### src/rtl/pipe_arith_unit.sv
// pipe_arith_unit: three-stage valid/ready pipeline computing ((a+b)+(c-d))*d or (a+b)*(c-d),
// with flush and overflow flag. Define PIPE_ARITH_SAT_EN to saturate F instead of wrapping.
module pipe_arith_unit #(
  parameter int WIDTH = 10
) (
  input  logic             clk,
  input  logic             rst,
  input  logic             flush,
  input  logic             in_valid,
  output logic             in_ready,
  input  logic             mode,
  input  logic [WIDTH-1:0] a,
  input  logic [WIDTH-1:0] b,
  input  logic [WIDTH-1:0] c,
  input  logic [WIDTH-1:0] d,
  output logic             out_valid,
  input  logic             out_ready,
  output logic [WIDTH-1:0] F,
  output logic             ovf
);
  localparam int SW = WIDTH + 2;
  localparam int XW = WIDTH + 3;
  localparam int PW = 2 * WIDTH + 4;

  function automatic logic f_ovf(input logic signed [PW-1:0] p);
    return p[PW-1] | (|p[PW-2:WIDTH]);
  endfunction

  function automatic logic [WIDTH-1:0] f_result(input logic signed [PW-1:0] p);
`ifdef PIPE_ARITH_SAT_EN
    if (p[PW-1])
      return '0;
    else if (|p[PW-2:WIDTH])
      return '1;
    else
      return p[WIDTH-1:0];
`else
    return p[WIDTH-1:0];
`endif
  endfunction

  logic                 r_vld_p0;
  logic                 r_mode_p0;
  logic signed [SW-1:0] r_s1_p0;
  logic signed [SW-1:0] r_s2_p0;
  logic [WIDTH-1:0]     r_d_p0;
  logic                 r_vld_p1;
  logic signed [XW-1:0] r_x_p1;
  logic signed [XW-1:0] r_y_p1;
  logic                 r_vld_p2;
  logic signed [PW-1:0] r_p_p2;

  logic                 w_adv;
  logic signed [SW-1:0] w_s1;
  logic signed [SW-1:0] w_s2;
  logic signed [XW-1:0] w_x;
  logic signed [XW-1:0] w_y;
  logic signed [PW-1:0] w_p;

  // Whole pipe advances together; a stalled output freezes every stage.
  assign w_adv = ~r_vld_p2 | out_ready;

  assign w_s1 = $signed({2'b00, a}) + $signed({2'b00, b});
  assign w_s2 = $signed({2'b00, c}) - $signed({2'b00, d});

  assign w_x = r_mode_p0 ? XW'(r_s1_p0) : XW'(r_s1_p0) + XW'(r_s2_p0);
  assign w_y = r_mode_p0 ? XW'(r_s2_p0) : $signed({3'b000, r_d_p0});

  assign w_p = PW'(r_x_p1) * PW'(r_y_p1);

  always_ff @(posedge clk) begin
    if (rst) begin
      r_vld_p0  <= 1'b0;
      r_mode_p0 <= 1'b0;
      r_s1_p0   <= '0;
      r_s2_p0   <= '0;
      r_d_p0    <= '0;
      r_vld_p1  <= 1'b0;
      r_x_p1    <= '0;
      r_y_p1    <= '0;
      r_vld_p2  <= 1'b0;
      r_p_p2    <= '0;
    end else begin
      if (w_adv) begin
        // Stage 1: operand pre-add/subtract
        r_vld_p0  <= in_valid;
        r_mode_p0 <= mode;
        r_s1_p0   <= w_s1;
        r_s2_p0   <= w_s2;
        r_d_p0    <= d;
        // Stage 2: multiplier operand select
        r_vld_p1  <= r_vld_p0;
        r_x_p1    <= w_x;
        r_y_p1    <= w_y;
        // Stage 3: exact product
        r_vld_p2  <= r_vld_p1;
        r_p_p2    <= w_p;
      end
      if (flush) begin
        r_vld_p0 <= 1'b0;
        r_vld_p1 <= 1'b0;
        r_vld_p2 <= 1'b0;
      end
    end
  end

  assign in_ready  = w_adv;
  assign out_valid = r_vld_p2;
  assign F         = f_result(r_p_p2);
  assign ovf       = f_ovf(r_p_p2);

endmodule

### config.mk
export PLATFORM = sky130hd
export DESIGN_NAME = pipe_arith_unit
export DESIGN_NICKNAME = d
export VERILOG_FILES = /design/src/rtl/pipe_arith_unit.sv
export SDC_FILE = /design/constraint.sdc
export NUM_CORES = 1
export LEC_CHECK = 0
export ABC_AREA = 1
export CAP_MARGIN = 0
export CORE_MARGIN = 2
export CORE_UTILIZATION = 49
export CTS_BUF_LIST = sky130_fd_sc_hd__clkbuf_4
export DETAILED_ROUTE_END_ITERATION = 16
export GPL_ROUTABILITY_DRIVEN = 0
export PLACE_DENSITY_LB_ADDON = 0.2
export SLEW_MARGIN = 20
export SYNTH_ARGS = -nofsm -noshare
export SYNTH_HDL_FRONTEND = slang
export SYNTH_SLANG_ARGS = --single-unit
### constraint.sdc
create_clock -name clk -period 8.5 [get_ports clk]
set_input_delay 1.275 -clock clk [delete_from_list [all_inputs] [get_ports clk]]
set_output_delay 1.275 -clock clk [all_outputs]
set_load 0.005 [all_outputs]
==> qor.yml <==
run_status: "finished, final reports clean"
hp-class: "reg -> reg"
fin_crit_ns: 5.735
drt-pass1-iter-count: 5
layout-drive-gt1-share_pct: 2.593
p_int_uw: 717.2
antenna_found_initial: 0
worst_pin_slew_ns: 0.9008
antenna_cells: 0
skew_ns: 0.02198
routedWlPerCell_microns: 14.29
synth.area.top_cells: "fa_1 (28%), dfxtp_1 (15%), inv_1 (12%)"
max_cap_viol_count: 0
cts_hold_buf: 0
setup-tns-final_ns: 0
yosysWarnings: 0
grt_max_degree: 78
async_flop_share_pct: 0
switching_power_uw: 536.0
synthCells: 1490
synth.most_common_cell: "inv_1"
r2r-end: "r_p_p2[19]"
p_leak_nw: 6.674
grt_pass1_wl_mm: 43.69
yosys.cell_types.count: 41
dieArea_sq_mm: 0.02374
crit_buf_inv: 6
synth_top_area_share_pct: 27.94
synth_seq_cells: 84
slew_viol_final: 0
post-synth-top-area-cell: "fa_1"
holdPathStages: 2
max_slew_margin_pct: 39.88
critical_path_class: "reg -> reg"
yosys-top-cells-count: "inv_1 (339), nand2_1 (323), fa_1 (154)"
required_ns: 8.91
power_frac_comb_pct: 39.9
synth_edf_count: 0
hold_start: "r_vld_p0"
powerDensity_mw_per_mm2: 105.8
fin_ws_ns: 2.765
cp_top_family: "adder cells"
htree_levels: 3
ff2ff_setup_slack_ns: 2.76
syn_area_sq_mm: 0.01104
setup_viol: 0
swShare_pct: 42.77
die_h_microns: 154.1
cts_tree: "yes"
fmax_ghz: 0.1744
clk_pin_slew_ns: 0.15
yosysSeqAreaShare_pct: 15.24
postCtsSetupBuffers: 0
r2r_cells: 21
drt-initial-drc-count: 544
area_growth_pct: 7.336
slowest_delay_ns: 0.78
cts_buffer_depth: 2
row_count: 54
min_period_over_period_pct: 67.47
place.detailed.hpwl_mm: 20.76
cts_root_buf: "clkbuf_4"
crit_chain: "clkinv_1 > or2_2 > fa_1 > inv_1 > fa_1 > fa_1 > fa_1 > inv_1 > fa_1 > inv_1 > ha_1 > ha_1 > nand2_2 > inv_1 > a21oi_1 > nor2_1 > nor2_1 > a21oi_1 > nor2_1 > a21o_1 > inv_1"
critPathSlowestCell: "dfxtp_1"
post-place-ws_ns: 2.811
drt.antenna.violating_nets: 0
crit_path_start_kind: "flip-flop"
final_nets: 1793
drt-total-wl_mm: 25.49
grtUsageTotal_pct: 22.68
via_count: 9131
drc_errors: 0
worstSetupEndpointType: "flip-flop"
io_buffers: 58
cts_resized: 0
vias_per_cell: 5.118
hold_end: "r_vld_p1"
die_w_microns: 154.1
rsz0062_at_grt: "false"
start_util_pct: 50.26
p_seq_share_pct: 41.1
clk_latency_ns: 0.49
hold_viol: 0
cts.sinks: 84
io_pins: 59
post-route-util_pct: 53.94
ir_worst_vdd_uv: 79.22
pwr-share-clk_pct: 19.0
avgSynthCellArea_sq_um: 7.406
cp_max_fo: 18
core_area_sq_mm: 0.02196
power.total_mw: 1.253
synthFlopType: "dfxtp_1"
r2r_start: "r_y_p1[11]"
arrival_ns: 6.14
grt_pass1_vias: 9265
overflow: 0
syn-num-nets: 1784
numCtsBuffers: 9
state kept, by name (all words and copies together) (netlist names):
| name | cells |
|---|---|
| r_vld_p1 | 1 |
| r_x_p1 | 13 |
| r_s2_p0 | 11 |
| out_valid | 1 |
| r_y_p1 | 11 |
| r_vld_p0 | 1 |
| r_s1_p0 | 11 |
| r_mode_p0 | 1 |
| r_d_p0 | 10 |
| r_p_p2 | 24 |
metal layers:
| metal | vias up | share of wire (%) | track usage (%) |
|---|---|---|---|
| li1 | 4589 | - | - |
| met1 | 4321 | 46 | 30.63 |
| met2 | 182 | 47 | 37.82 |
| met3 | 39 | 4.3 | 3.523 |
| met4 | 0 | 2.7 | 6.631 |
| met5 | - | 0 | 0 |
power groups by stage:
stage	clock, mW	sequential (mW)	combinational (mW)
finish	0.238	0.515	0.500
global route	0.262	0.523	0.581
CTS	0.249	0.514	0.504
detailed placement	0	0.523	0.500
global placement	0	0.522	0.493
floorplan	0	0.470	0.396
area by class of cell:
| class | count | area [sq um] |
|---|---|---|
| Fill cell | 2163 | 10110 |
| Multi-Input combinational cell | 1001 | 7785 |
| Sequential cell | 84 | 1682 |
| Inverter | 341 | 1282 |
| Timing Repair Buffer | 62 | 610.6 |
| Tap cell | 280 | 350.3 |
| Clock buffer | 9 | 67.56 |
| Clock inverter | 7 | 67.56 |
worst reg2reg max path, cell delays in order (launching register included):
cell and delay (ns):
dfxtp_1 0.78, clkinv_1 0.42, or2_2 0.39, fa_1 0.53, inv_1 0.05, fa_1 0.50
fa_1 0.43, fa_1 0.49, inv_1 0.05, fa_1 0.47, inv_1 0.04, ha_1 0.27
ha_1 0.36, nand2_2 0.13, inv_1 0.06, a21oi_1 0.20, nor2_1 0.07, nor2_1 0.13
a21oi_1 0.08, nor2_1 0.09, a21o_1 0.12, inv_1 0.03
worst max-delay path by stage:
| stage | cells after the start | startpoint | to |
|---|---|---|---|
| 2_1_floorplan | 20 | r_x_p1[12] | r_p_p2[22] |
| 3_3_place_gp | 22 | r_y_p1[11] | r_p_p2[23] |
| 3_5_place_dp | 21 | r_y_p1[11] | r_p_p2[19] |
| 4_1_cts | 21 | r_y_p1[11] | r_p_p2[19] |
| 5_1_grt | 21 | r_y_p1[11] | r_p_p2[19] |
| 6_report | 21 | r_y_p1[11] | r_p_p2[19] |
placed cells by master, fill, tap and decap left out, types with 2 or more instances in the layout:
| master | Yosys | layout |
|---|---|---|
| a21oi_1 | 81 | 81 |
| nand2_1 | 323 | 323 |
| or2_2 | 5 | 5 |
| inv_6 | 0 | 4 |
| o21ai_1 | 2 | 2 |
| nor4_1 | 3 | 3 |
| a211oi_1 | 2 | 2 |
| o211ai_1 | 10 | 10 |
| dfxtp_1 | 84 | 84 |
| nand3_2 | 2 | 2 |
| nand2_2 | 3 | 3 |
| buf_4 | 10 | 4 |
| ha_1 | 94 | 94 |
| clkdlybuf4s50_1 | 0 | 58 |
| xor2_1 | 13 | 13 |
| o21ai_0 | 94 | 94 |
| or2_0 | 2 | 2 |
| o21bai_1 | 18 | 18 |
| clkbuf_4 | 0 | 9 |
| clkinv_2 | 0 | 3 |
| fa_1 | 154 | 154 |
| nand3b_1 | 4 | 4 |
| nand3_1 | 64 | 64 |
| xnor2_1 | 2 | 2 |
| nor3_1 | 9 | 9 |
| inv_1 | 339 | 337 |
| nor2_1 | 74 | 74 |
| a31oi_1 | 13 | 13 |
| a21o_1 | 7 | 7 |
| nand4_1 | 12 | 12 |
metrics by stage:
stage	hold WS, ns	instance area [sq um]	std cells
floorplan	0.4291	11040	1490
global placement	0.4421	11710	1768
detailed placement	0.4507	11710	1768
CTS	0.4605	11840	1784
global route	0.4819	11850	1784
finish	0.4611	11850	1784
cells by family after synthesis:
| group | share of synthesized area, % |
|---|---|
| compound gates | 11.77 |
| xor+xnor | 1.191 |
| fa+ha+maj | 38.59 |
| buf+inv | 14.22 |
| flops | 15.24 |
| simple gates | 18.99 |
Power figures use the tool's default switching activity.
